### config.mk
export PLATFORM = sky130hd
export DESIGN_NAME = bist_ctrl_s820
export DESIGN_NICKNAME = d
export VERILOG_FILES = /design/src/rtl/bist_ctrl_s820.sv
export SDC_FILE = /design/constraint.sdc
export NUM_CORES = 1
export LEC_CHECK = 0
export CAP_MARGIN = 0
export CORE_MARGIN = 2
export CORE_UTILIZATION = 55
export CTS_BUF_LIST = sky130_fd_sc_hd__clkbuf_4
export CTS_CLUSTER_SIZE = 40
export DETAILED_ROUTE_END_ITERATION = 16
export DONT_BUFFER_PORTS = 1
export GPL_ROUTABILITY_DRIVEN = 0
export GPL_TIMING_DRIVEN = 0
export HOLD_SLACK_MARGIN = 0.03
export PLACE_DENSITY_LB_ADDON = 0.05
export SYNTH_ARGS = -nofsm -noshare
export SYNTH_HDL_FRONTEND = slang
export SYNTH_SLANG_ARGS = --single-unit
### constraint.sdc
create_clock -name blif_clk_net -period 4 [get_ports blif_clk_net]
set_clock_uncertainty 0.05 [all_clocks]
set_input_delay 1.2 -clock blif_clk_net [delete_from_list [all_inputs] [get_ports blif_clk_net]]
set_output_delay 1.2 -clock blif_clk_net [all_outputs]
set_load 0.05 [all_outputs]
### src/rtl/bist_ctrl_s820.sv
// BIST controller for the s820 core: LFSR pattern source, MISR response compactor,
// programmable run length and golden-signature compare.
module bist_ctrl_s820 #(
    parameter int unsigned NPAT = 256,
    parameter logic [17:0] SEED = 18'h00001
) (
    input  logic        blif_clk_net,
    input  logic        blif_reset_net,
    input  logic        start,
    input  logic [18:0] golden_sig,
    input  logic [18:0] po_in,
    output logic [17:0] pi_out,
    output logic        dut_rst,
    output logic        busy,
    output logic        done,
    output logic        pass,
    output logic [18:0] sig_out
);

    localparam logic [2:0] S_IDLE = 3'd0;
    localparam logic [2:0] S_INIT = 3'd1;
    localparam logic [2:0] S_RUN  = 3'd2;
    localparam logic [2:0] S_CMP  = 3'd3;
    localparam logic [2:0] S_DONE = 3'd4;

    // An all-zero LFSR would lock up, so a zero seed falls back to 1.
    localparam logic [17:0] SEED_EFF = (SEED == 18'h00000) ? 18'h00001 : SEED;
    localparam logic [15:0] LAST     = 16'(NPAT - 1);

    logic [2:0]  state;
    logic        init_second;
    logic [15:0] cnt;
    logic [17:0] lfsr;
    logic [18:0] misr;
    logic        pass_q;
    logic        misr_fb;

    assign misr_fb = misr[18] ^ misr[5] ^ misr[1] ^ misr[0];

    always_ff @(posedge blif_clk_net) begin
        if (blif_reset_net) begin
            state       <= S_IDLE;
            init_second <= 1'b0;
            cnt         <= '0;
            lfsr        <= SEED_EFF;
            misr        <= '0;
            pass_q      <= 1'b0;
        end else begin
            // Marks the second INIT cycle; cleared everywhere else.
            init_second <= (state == S_INIT) && !init_second;
            case (state)
                S_IDLE: begin
                    if (start) state <= S_INIT;
                end
                S_INIT: begin
                    lfsr   <= SEED_EFF;
                    misr   <= '0;
                    cnt    <= '0;
                    pass_q <= 1'b0;
                    if (init_second) state <= S_RUN;
                end
                S_RUN: begin
                    lfsr <= {lfsr[16:0], lfsr[17] ^ lfsr[10]};
                    misr <= {misr[17:0], misr_fb} ^ po_in;
                    cnt  <= cnt + 16'd1;
                    if (cnt == LAST) state <= S_CMP;
                end
                S_CMP: begin
                    pass_q <= (misr == golden_sig);
                    state  <= S_DONE;
                end
                S_DONE: begin
                    if (start) state <= S_INIT;
                end
                default: state <= S_IDLE;
            endcase
        end
    end

    assign busy    = (state == S_INIT) || (state == S_RUN) || (state == S_CMP);
    assign done    = (state == S_DONE);
    assign dut_rst = (state == S_INIT);
    assign pi_out  = (state == S_RUN) ? lfsr : '0;
    assign pass    = pass_q;
    assign sig_out = misr;

endmodule
Word-level counts from Yosys, hierarchy flattened
Cells that the tools add are included.
Operators by class
  multiplexer cells: 9
  add/subtract/negate cells: 1
  bitwise operators: 5
  reductions and logical operators: 9
  eq/ne operators: 9
Operators with widths (number)
  $pmux 19 s2: 1
  $pmux 18 s2: 1
  $pmux 16 s2: 1
  $eq 19x19->1: 1
  $xor 19x19->19: 1
  $mux 18: 1
  $add 16x1->16 const B: 1
  $eq 16x8->1 const B: 1
  $pmux 3 s4: 1
  $mux 3: 3
  $eq 3x2->1 const B: 2
  $ne 2x1->1 const B: 2
  $reduce_bool 2->1: 2
  $xor 1x1->1: 4
  $eq 3x1->1 const B: 1
  $eq 3x3->1 const B: 1
  $logic_not 3->1: 1
  $reduce_and 3->1: 1
  $logic_or 1x1->1: 2
  $ne 2x2->1 const B: 1
  $pmux 1 s2: 1
  $reduce_or 2->1: 1
  $logic_and 1x1->1: 1
  $logic_not 1->1: 1
Word-level totals
  logic and storage cells: 39
  output and inout port bits: 41
  input bits: 41
  register bits after elaboration: 58

Longest topological paths before layout
Gate-level depths: netlist of the first run.
  word-level depth: 5
  depth in mapped cells: 6
  mapped depth without buffers: 5

Worst setup path before layout of the first run
OpenSTA, ideal clock, no wires.
  path kind: reg-to-output
  start: register state[2]
  end: output dut_rst
  arrival time: 1.783 ns
  required time: 2.750 ns
  buffers on the path: 1
  cell stages (with the launch flop): 3
  path slack: 0.967 ns
  path through: dfxtp_1 buf_2 nor3b_1
Between the ends
  word-level cells in the longest chain between the ends: 1
RTL lines
  start, declared: line 30  | logic [2:0] state;
  start signal, assigned: line 42  | state <= S_IDLE;
  start signal, assigned: line 53  | if (start) state <= S_INIT;
  start signal, assigned: line 60  | if (init_second) state <= S_RUN;
  $eq 3x1->1: line 82  | assign dut_rst = (state == S_INIT);
  end, declared: line 13  | output logic dut_rst,
No other way between the ends.

Final worst setup path of the first run
  start: register state[2]
  end: output pi_out[17]
Between the ends
  word-level cells in the longest chain between the ends: 2
RTL lines
  $eq 3x2->1: line 83  | assign pi_out = (state == S_RUN) ? lfsr : '0;
  $mux 18: line 83
  end, declared: line 12  | output logic [17:0] pi_out,
No other way between the ends.

==> run summary, run 1 <==
For this design, the sink count on the clock tree is 58. Power per unit of standard cell area: 361 mW/mm². Setup total negative slack on the finished layout was measured at 0 ns.

The tightest slew margin relative to the limit was 0.324; the synthesized-area fraction occupied by xor and xnor cells was 0.128. Hold repair after CTS inserted 0 buffers. The hold path startpoint is init_second$_SDFF_PP0_. The synthesis-to-layout area growth is 7.83%. Dividing the detail-routed via count by the number of cells gives 5.75.

The final count of negative-setup-slack endpoints was 0. The cell count of the worst hold path came out at 1. The distinct cell type count after synthesis is 41, and the number of enable flip-flop cells after synthesis is 0. The run finished with clean final reports.

For the number of primary I/O pins, the log shows 82. The buffer cell driving the clock tree root is sky130_fd_sc_hd__clkbuf_4. The logs give 0 for the residual DRC count and 6320 µm for the final wirelength. The static leakage was 0.00113 µW; the first-pass GRT wire length was 9960 µm. Together, buffers and inverters on the worst path number 3. The die covers 0.00570 mm².

The run gives 0 as the post-CTS setup-driven buffer insertion count. In this run the critical register-to-register path is launched from state[2]$_SDFFE_PP0P_. The largest vdd supply drop was 0.235 mV; the average wire per cell in the routed design was 15.4 µm. For the pin with the worst max-slew slack, the measured transition is 1.01 ns. The effective utilization at floorplan is 0.561, and the number of cells on the worst reg-to-reg path is 6. A synthesized cell averages 8.65 µm². For flop-to-flop paths, the worst setup slack is 1.48 ns.

The worst setup path is captured at an output port. The remaining antenna violation count came out at 0. The logs give 0 for the number of pins with negative max-slew slack in the final report and 0.230 for the overall routing resource usage. The floorplan step set the die height to 75.5 µm. Of all nets on the critical path, the largest fanout is 10.

For this run, the slowest stage of the critical path takes 0.52 ns. Number of synthesized register bits: 58. The buffer levels on the longest clock path was 2. For the total power after layout, the log shows 1090 µW. The family with the most delay on the worst path is simple AND/OR/NAND/NOR gates. Summing over every cut layer, the via total after detailed routing is 2362.

Yosys synthesis warning count: 0. The number of H-tree levels is 3. Leading register cell type out of synthesis: sky130_fd_sc_hd__dfxtp_1. For the post-synthesis cell count, the log shows 325. Entering global routing, the biggest net connects 11 pins. The compound-cell area share of the yosys netlist was 0.181; the simple-gate portion of the synthesized area was 0.238. Data on the critical path arrives at its endpoint at 2.52 ns. The clock slew seen by the registers of the worst setup and hold paths came out at 0.10 ns. At the later pin of the worst-skew pair, clock insertion delay measures 0.39 ns. The class of the tightest hold or removal check was reg -> reg. The endpoint identified for the worst register-to-register timing path is lfsr[13]$_SDFFE_PP0P_.

The dominant combinational cell family by area after synthesis is simple AND/OR/NAND/NOR gates. The adder-cell area share of the yosys netlist works out to 0.00445. The total congestion overflow after global routing came out at 0. The number of antenna violations at the first check in global routing is 0, and the floorplan die width is 75.5 µm.

The post-route clock period utilization is 0.943. The critical path crosses 5 cells after its start point. The setup path with the least slack is of type reg -> out.

The number of antenna diodes in the final layout is 0. The top achievable clock speed was 0.265 GHz; the time the worst path needs with I/O delays and setup was 3.77 ns. Counting the buffers created by CTS gives 9.

The sequential cell area fraction in the yosys report was 0.413. For hold timing, the worst endpoint is init_second$_SDFF_PP0_. Counting stages on the worst path, the most repeated cell is sky130_fd_sc_hd__clkbuf_1.

After filler insertion, the fill cell instance count of the layout stands at 504. The portion of netlist area occupied by mux cells came out at 0. Max-cap violations in this run came to 0. The tools report the number of detailed-routing iterations run before antenna repair as 4. The data required time at the worst endpoint is 2.75 ns. Quantity of I/O buffers inserted on ports: 0. The share of async-settable or async-resettable flops after synthesis was 0. Setup repair after global routing left no endpoint under its margin. Traced cell by cell, the critical path runs through buf_2, nor3b_2, clkbuf_1, clkbuf_1, and2_1. In the final design database the tool counted 378 nets. The HPWL after detailed placement is 4540 µm. The core region is 0.00501 mm².

Row generation in the floorplan step produced 26 rows. The run gives 0.00281 mm² as the netlist area before placement. The count of instances resized after the clock tree is built was 0. TritonCTS built the clock tree. On the critical path, the stage with the largest delay is an instance of sky130_fd_sc_hd__and2_1. The run gives 2094 as the number of global-route vias before repair. The fraction of final layout cells with drive strength greater than 1 works out to 0.0938. The net count of the mapped netlist was 367. The worst setup path is launched from a flip-flop. For the number of violations reported at the end of detailed-routing iteration 0, the log shows 111.

For the number of endpoints with negative hold slack in the final report, the log shows 0.
flip-flops by register name, summed over array words and instances (netlist names):
register and count:
lfsr 18, pass 1, init_second 1, sig_out 19, cnt 16, state 3
cells by family (layout without fill, tap and decap cells):
family / count (synthesis) / count (layout)
AO/OA/AOI/OAI: 78 / 78
XOR/XNOR: 41 / 41
adder cells (fa/ha/maj): 1 / 1
buffers and inverters: 22 / 38
flip-flops: 58 / 58
AND/OR/NAND/NOR: 125 / 125
per-stage QoR:
stage          setup slack (ns)  cells  instance area (µm²)   util  hold slack (ns)
2_1_floorplan             0.967    325                 2810      -            0.364
3_3_place_gp              0.647    395                 2900  0.579            0.387
3_5_place_dp              0.621    395                 2910  0.580            0.404
4_1_cts                   0.169    411                 3030  0.605            0.418
5_1_grt                  0.0399    411                 3030  0.605            0.446
6_report                  0.227    411                 3030  0.605            0.418
cells in the mapped netlist, types with 2 or more instances:
cell type                  number  area, µm²
sky130_fd_sc_hd__clkbuf_1      12       45.0
sky130_fd_sc_hd__dfxtp_1       58       1160
sky130_fd_sc_hd__nor4_1         4       25.0
sky130_fd_sc_hd__nor3_1         3       15.0
sky130_fd_sc_hd__nand4_1        5       31.3
sky130_fd_sc_hd__o21ai_0       10       50.1
sky130_fd_sc_hd__nand2b_1       4       25.0
sky130_fd_sc_hd__or4_1          3       22.5
sky130_fd_sc_hd__nor2b_1        4       25.0
sky130_fd_sc_hd__a41oi_1        4       35.0
sky130_fd_sc_hd__a311oi_1       5       43.8
sky130_fd_sc_hd__and2_1        19        119
sky130_fd_sc_hd__nor2_1        44        165
sky130_fd_sc_hd__a22oi_1       19        143
sky130_fd_sc_hd__a31oi_1        5       31.3
sky130_fd_sc_hd__nand3b_1       2       15.0
sky130_fd_sc_hd__nor3b_2        2       25.0
sky130_fd_sc_hd__nand3_1        6       30.0
sky130_fd_sc_hd__a21oi_1       24        120
sky130_fd_sc_hd__and4_1         3       26.3
sky130_fd_sc_hd__buf_2          7       35.0
sky130_fd_sc_hd__o211ai_1       3       22.5
sky130_fd_sc_hd__xor2_1        25        219
sky130_fd_sc_hd__nand2_1       15       56.3
sky130_fd_sc_hd__and3_1         3       18.8
sky130_fd_sc_hd__o22ai_1        2       12.5
sky130_fd_sc_hd__xnor2_1       16        140
sky130_fd_sc_hd__a211oi_1       2       15.0
sky130_fd_sc_hd__nor3b_1        3       22.5
sky130_fd_sc_hd__or3b_2         2       17.5
cell type report:
| class | count | area [µm²] | area share |
|---|---|---|---|
| Tap cell | 70 | 87.6 | 0.0289 |
| Clock inverter | 7 | 60.1 | 0.0198 |
| Sequential cell | 58 | 1160 | 0.383 |
| Buffer | 21 | 98.8 | 0.0326 |
| Multi-Input combinational cell | 245 | 1550 | 0.512 |
| Clock buffer | 9 | 67.6 | 0.0223 |
| Inverter | 1 | 3.75 | 0.00124 |
cell usage in the layout, fill, tap and decap left out, types with 5 or more instances in the layout:
master,instances
sky130_fd_sc_hd__a21oi_1,24
sky130_fd_sc_hd__a22oi_1,19
sky130_fd_sc_hd__a311oi_1,5
sky130_fd_sc_hd__a31oi_1,5
sky130_fd_sc_hd__and2_1,19
sky130_fd_sc_hd__buf_2,7
sky130_fd_sc_hd__clkbuf_1,12
sky130_fd_sc_hd__clkbuf_4,9
sky130_fd_sc_hd__dfxtp_1,58
sky130_fd_sc_hd__nand2_1,15
sky130_fd_sc_hd__nand3_1,6
sky130_fd_sc_hd__nand4_1,5
sky130_fd_sc_hd__nor2_1,44
sky130_fd_sc_hd__o21ai_0,10
sky130_fd_sc_hd__xnor2_1,16
sky130_fd_sc_hd__xor2_1,25
worst max-delay path by stage:
stage / startpoint / to / slack, ns
2_1_floorplan: state[2]$_SDFFE_PP0P_ / dut_rst / 0.97
3_3_place_gp: state[0]$_SDFFE_PP0P_ / pi_out[17] / 0.65
3_5_place_dp: state[2]$_SDFFE_PP0P_ / pi_out[17] / 0.62
4_1_cts: state[2]$_SDFFE_PP0P_ / pi_out[17] / 0.17
5_1_grt: state[2]$_SDFFE_PP0P_ / pi_out[17] / 0.04
6_report: state[2]$_SDFFE_PP0P_ / pi_out[17] / 0.23
metal layers:
layer  vias to the layer above  global-route usage  routed length (µm)
met5                         -                   0                   0
met4                         0               0.115                 124
met3                        14              0.0542                 323
met2                        60               0.339                2910
met1                      1109               0.314                2960
li1                       1179                   -                   -
power breakdown:
group	internal [µW]	switching, µW	total [µW]
Combinational	33.7	69.7	103
Clock	183	211	394
Sequential	583	14.4	597
Total	799	295	1090
Power figures use the tool's default switching activity.
==> inputs of run 2 (changes only) <==
Settings changed: CORE_ASPECT_RATIO set to 0.9, TNS_END_PERCENT set to 5.
==> run 2 against run 1 <==
Die area is essentially flat; clock power grew 20%; global-route usage grew 1.3 points; cell count is 0.97% lower; register-to-register slack better by 0.47 ns; utilization is 2.1 points higher; design area grew 1.2%; sequential power about the same; non-clock buffer count rose by 1; critical path depth stayed put; sequential cell count unchanged; wire length grew 2.9%; largest power group unchanged; highest routed layer unchanged.
==> run summary, run 2 (synthesis gave the netlist of run 1 again) <==
The logs give 2 (unchanged) for the buffer levels on the longest clock path and 0.204 mV (-13%) for the largest vdd supply drop. The number of detailed-routing iterations run before antenna repair came out at 5 (+1). Setup repair after global routing left no endpoint under its margin.

The largest incremental delay on the critical path is 0.49 ns (-0.03 ns). Startpoint of the worst register-to-register path: state[2]$_SDFFE_PP0P_. The logs give 0 (unchanged) for the total of hold buffers inserted after clock tree synthesis and 0 (unchanged) for the max-capacitance violation count. Number of primary I/O pins: 82 (unchanged). The placed instance area was 0.00291 mm² (+0.17%).

The run gives 146 (+32%) as the number of violations reported at the end of detailed-routing iteration 0. Clock slew seen by the registers of the worst setup and hold paths: 0.09 ns (about the same). STA classifies the critical path startpoint as a flip-flop.

The data required time at the worst endpoint was 2.75 ns (about the same). The min-delay analysis places its worst path in the category reg -> reg. The most common cell after layout, fill and taps aside was sky130_fd_sc_hd__dfxtp_1. The overall routing resource usage was 0.243 (+0.0130); the full die area was 0.00570 mm² (about the same). The post-detailed-route via-to-cell ratio is 5.92 (+3.0%), and the quantity of I/O buffers inserted on ports is 0 (unchanged). The number of global-route vias before repair is 2268 (+8.3%), and the number of nets in the layout is 379 (+0.26%).

The worst setup slack after placement came out at 0.587 ns (-0.0341 ns). For the arrival time of data at the critical path endpoint, the log shows 2.50 ns (-0.02 ns). The transition time of the tightest slew-check pin is 0.895 ns (-0.115 ns), and the slack of the worst reg-to-reg path is 1.95 ns (+0.47 ns).

In the layout the commonest cells are sky130_fd_sc_hd__dfxtp_1, sky130_fd_sc_hd__nor2_1, sky130_fd_sc_hd__xor2_1. The residual DRC count was 0 (unchanged). The worst setup path is of the reg -> out kind. The tools report the total congestion overflow after global routing as 0 (unchanged). The HPWL after detailed placement was 4680 µm (+3.1%). For the final setup TNS, the log shows 0 ns (unchanged).

Largest net degree at the start of global routing: 11 (unchanged). Walking the worst path, the cells encountered are buf_2, nor3b_2, clkbuf_1, clkbuf_1, and2_2. For this design, the slowest cell found on the critical path is sky130_fd_sc_hd__clkbuf_1. The number of antenna violations at the first check in global routing came out at 0 (unchanged). The time the worst path needs with I/O delays and setup came out at 3.75 ns (-0.0248 ns).

The fraction of final layout cells with drive strength greater than 1 is 0.102 (+0.00850). The number of pins with negative max-slew slack in the final report was 0 (unchanged); the number of inserted filler cells in the final layout was 462 (-8.3%). The power per unit of standard cell area is 384 mW/mm² (+6.4%). The post-CTS setup-driven buffer insertion count is 0 (unchanged). The critical register-to-register path endpoint was sig_out[15]$_SDFFE_PP0P_. The final count of negative-setup-slack endpoints was 0 (unchanged).

The static leakage was 0.00115 µW (+1.8%); the final wirelength was 6500 µm (+2.9%). Number of endpoints with negative hold slack in the final report: 0 (unchanged). The run finished with clean final reports. Cell depth of the worst setup path: 5 (unchanged). The remaining antenna violation count is 0 (unchanged), and the smallest setup slack after layout is 0.251 ns (+0.0248 ns). The cell count of the worst hold path came out at 1 (unchanged). The count of standard-cell rows is 24 (-7.7%).

The post-route clock period utilization was 0.937 (-0.00619); the number of buffer and inverter stages on the critical path was 3 (unchanged). The number of cells on the worst reg-to-reg path works out to 6 (unchanged). Counting stages on the worst path, the most repeated cell is sky130_fd_sc_hd__clkbuf_1. The maximum fanout along the worst path is 10 (unchanged). TritonCTS built the clock tree. The logs give 58 (unchanged) for the CTS sink count and 0.00307 mm² (+1.2%) for the summed area of non-filler cells in the final layout. The vertical die dimension was 71.8 µm (-4.9%); the floorplan die width was 79.4 µm (+5.1%). The tools report the standard cell core area as 0.00489 mm² (-2.3%). In this run the most critical hold path is launched from init_second$_SDFF_PP0_. The tree is rooted in a sky130_fd_sc_hd__clkbuf_4. The first-pass GRT wire length is 10600 µm (+6.7%), and the top achievable clock speed is 0.267 GHz (+0.66%). The insertion delay of the later-clocked pin in the worst-skew pair was 0.41 ns (+0.02 ns).

The effective utilization at floorplan was 0.575 (+0.0132); the number of vias after detailed routing was 2410 (+2.0%). The tools report the number of buffers inserted during clock tree synthesis as 9 (unchanged). The average wire per cell in the routed design is 16.0 µm (+3.9%), and the antenna diode instance count is 0 (unchanged). The number of H-tree levels was 3 (unchanged).

The flip-flop count of the largest register after layout came out at 19 (unchanged). Compared with the post-synthesis result, the final layout area differs by 9.07%. Broken down by cell family, the worst path's largest delay share belongs to buffers and inverters. STA classifies the critical path endpoint as an output port. The tightest slew margin relative to the limit came out at 0.401 (+0.0774). For hold timing, the worst endpoint is init_second$_SDFF_PP0_.
run 2: repair_timing:
action                     CTS  global route
setup endpoints to repair    0             1
resized for setup            0             1
hold endpoints to repair     0             0
run 2: where the power goes:
| part | switching, µW | total [µW] | internal [µW] | leakage, µW |
|---|---|---|---|---|
| Sequential | 14.6 | 597 | 583 | 0.000468 |
| Combinational | 69.9 | 106 | 36.0 | 0.000599 |
| Clock | 218 | 474 | 256 | 0.0000838 |
| Total | 303 | 1180 | 875 | 0.00115 |
run 2: per-stage QoR:
stage / hold WS, ns / std cells / utilization / power, µW
floorplan: 0.364 / 325 / - / 690
global placement: 0.389 / 390 / 0.591 / 712
detailed placement: 0.404 / 391 / 0.595 / 716
CTS: 0.418 / 407 / 0.627 / 1190
global route: 0.453 / 407 / 0.627 / 1230
finish: 0.423 / 407 / 0.627 / 1180
run 2: per-layer routing:
metal  GRT usage  routed length (µm)  vias to the layer above
met5           0                   0                        -
met4      0.0766                  80                        0
met3       0.101                 546                       10
met2       0.380                2960                       77
met1       0.306                2910                     1142
li1            -                   -                     1181
run 2: how the worst max path moves through the flow:
stage	from	endpoint	slack (ns)
2_1_floorplan	state[2]$_SDFFE_PP0P_	dut_rst	0.97
3_3_place_gp	state[2]$_SDFFE_PP0P_	pi_out[17]	0.59
3_5_place_dp	state[2]$_SDFFE_PP0P_	pi_out[17]	0.59
4_1_cts	state[2]$_SDFFE_PP0P_	pi_out[17]	0.12
5_1_grt	state[2]$_SDFFE_PP0P_	pi_out[17]	0.04
6_report	state[2]$_SDFFE_PP0P_	pi_out[17]	0.25
run 2: final cells by class:
class	instances	area, µm²	share of cell area
timing repair buffer	1	11.3	0.00367
multi-input combinational	245	1560	0.507
clock inverter	6	81.3	0.0265
clock buffer	10	75.1	0.0245
buffer	21	98.8	0.0322
inverter	1	3.75	0.00122
tap	65	81.3	0.0265
sequential	58	1160	0.378
==> inputs of run 3 (changes only) <==
Settings changed: REMOVE_ABC_BUFFERS set to 1.
Clock period 4 ns to 4.25 ns, I/O delays scaled along.
==> run 3 against run 2 <==
First-iteration DRC count decreased by 9.6%; largest cell class unchanged; non-clock buffer count decreased by 20; largest power group unchanged; sequential share of layout area increased by 1.1 points; count of clock-buffer cells in the layout increased by 3; critical endpoint is now pi_out[0]; die area unchanged; global-route usage decreased by 1.4 points; wire length decreased by 4.3%; via count decreased by 4.4%.
==> run summary, run 3 (synthesis gave the netlist of run 1 again) <==
The run finished with clean final reports. The synthesis-to-layout area growth is 5.87%. For the count of standard-cell rows, the log shows 24 (unchanged). The number of H-tree levels is 3 (unchanged).

The first-pass GRT wire length is 10100 µm (-5.3%), and the final wirelength is 6220 µm (-4.3%). The fraction of final layout cells with drive strength greater than 1 is 0.0870 (-0.0154), and the average wire per cell in the routed design is 16.1 µm (+0.62%). The number of pins with negative max-slew slack in the final report is 0 (unchanged), and the residual DRC count is 0 (unchanged). The standard cell core area came out at 0.00489 mm² (unchanged). Buffer cell driving the clock tree root: sky130_fd_sc_hd__clkbuf_4.

The total power after layout was 1050 µW (-11%); the insertion delay of the later-clocked pin in the worst-skew pair was 0.39 ns (-0.02 ns). For the number of primary I/O pins, the log shows 82 (unchanged). The floorplan die width works out to 79.4 µm (unchanged). TritonCTS built the clock tree. The overall routing resource usage was 0.229 (-0.0140). The static leakage is 0.00110 µW (-4.3%). The full die area was 0.00570 mm² (unchanged); the antenna diode instance count was 0 (unchanged).

The logs give 4 (-1) for the number of detailed-routing iterations run before antenna repair and 0.575 (unchanged) for the effective utilization at floorplan. The power per unit of standard cell area is 351 mW/mm² (-8.5%). Class of the tightest hold or removal check: reg -> reg.

Vertical die dimension: 71.8 µm (unchanged). The tools report the number of violations reported at the end of detailed-routing iteration 0 as 132 (-9.6%). The post-route clock period utilization is 0.914, and the maximum fanout along the worst path is 31 (+21). The run gives 9 (unchanged) as the number of buffers inserted during clock tree synthesis. The most common cell after layout, fill and taps aside is sky130_fd_sc_hd__dfxtp_1. The post-CTS setup-driven buffer insertion count came out at 0 (unchanged).

The max-capacitance violation count is 0 (unchanged). The final count of negative-setup-slack endpoints was 0 (unchanged); the total congestion overflow after global routing was 0 (unchanged). The logs give 359 (-5.3%) for the number of nets in the layout and 2304 (-4.4%) for the number of vias after detailed routing. Summed area of non-filler cells in the final layout: 0.00298 mm² (-2.9%).

In the layout the commonest cells are sky130_fd_sc_hd__dfxtp_1, sky130_fd_sc_hd__nor2_1, sky130_fd_sc_hd__xor2_1. The smallest clock period supported by the final layout is computed as 3.88 ns. The flip-flop count of the largest register after layout is 19 (unchanged).

Setup repair after global routing left no endpoint under its margin. The run gives 0 (unchanged) as the number of antenna violations at the first check in global routing. The worst setup path is launched from a flip-flop. The remaining antenna violation count came out at 0 (unchanged). The quantity of I/O buffers inserted on ports is 0 (unchanged), and the arrival time of data at the critical path endpoint is 2.56 ns (+0.06 ns).

The tightest slew margin relative to the limit is 0.366 (-0.0355), and the data required time at the worst endpoint is 2.92 ns (+0.17 ns). HPWL after detailed placement: 4100 µm (-12%). The critical path capture point type was an output port. Number of endpoints with negative hold slack in the final report: 0 (unchanged). The total of hold buffers inserted after clock tree synthesis is 0 (unchanged). Count of instances resized after the clock tree is built: 0 (unchanged). The placed instance area is 0.00284 mm² (-2.4%). For the number of inserted filler cells in the final layout, the log shows 459 (-0.65%). The critical path is of the reg -> out type.

Buffer levels on the longest clock path: 2 (unchanged). The CTS sink count is 58 (unchanged), and the post-detailed-route via-to-cell ratio is 5.95 (+0.54%). Static timing analysis puts the maximum clock frequency at 0.258 GHz. The clock slew seen by the registers of the worst setup and hold paths is 0.09 ns (about the same), and the largest net degree at the start of global routing is 56 (+45). The largest vdd supply drop is 0.170 mV (-17%). The transition time of the tightest slew-check pin was 0.951 ns (+0.0556 ns); the number of global-route vias before repair was 2141 (-5.6%).
## run 3: worst paths after layout
check                                             from                      to  slack [ns]  cells past startpoint
worst max-delay path             state[1]$_SDFFE_PP0P_               pi_out[0]        0.37                      3
worst min-delay path            init_second$_SDFF_PP0_  init_second$_SDFF_PP0_        0.42                      1
worst max register to register   state[1]$_SDFFE_PP0P_   lfsr[11]$_SDFFE_PP0P_        1.79                      5
worst min register to register  init_second$_SDFF_PP0_  init_second$_SDFF_PP0_        0.42                      1
## run 3: stage by stage
step	setup slack [ns]	util	setup TNS, ns	hold WS [ns]	std cells
floorplan	0.581	-	0	0.360	304
global placement	-0.709	0.571	-29.49	0.386	369
detailed placement	0.804	0.580	0	0.415	371
CTS	0.330	0.608	0	0.429	387
global route	0.182	0.608	0	0.452	387
finish	0.367	0.608	0	0.424	387
## run 3: per-layer routing
metal / share of wire / wire length (µm) / global-route usage / up-vias
li1: - / - / - / 1137
met2: 0.46 / 2880 / 0.339 / 82
met1: 0.45 / 2810 / 0.304 / 1081
met3: 0.077 / 480 / 0.0957 / 4
met5: 0 / 0 / 0 / -
met4: 0.0068 / 42 / 0.0709 / 0
## run 3: cell type report
| type | count | area (µm²) | area share |
|---|---|---|---|
| inverter | 1 | 3.75 | 0.00126 |
| clock inverter | 3 | 40.0 | 0.0134 |
| multi-input combinational | 245 | 1570 | 0.526 |
| sequential | 58 | 1160 | 0.390 |
| timing repair buffer | 2 | 26.3 | 0.00882 |
| clock buffer | 13 | 97.6 | 0.0328 |
| tap | 65 | 81.3 | 0.0273 |
## run 3: power breakdown
part           leakage [µW]  internal (µW)  total, µW  switching (µW)
logic              0.000551           28.8       81.6            52.8
clock network     0.0000818            205        398             194
registers          0.000468            548        565            17.0
## run 3: critical path, cell delays in order, from the launching register on
cell and delay [ns]:
sky130_fd_sc_hd__dfxtp_1 0.52, sky130_fd_sc_hd__nor3b_4 0.85, sky130_fd_sc_hd__buf_8 0.28, sky130_fd_sc_hd__and2_1 0.50
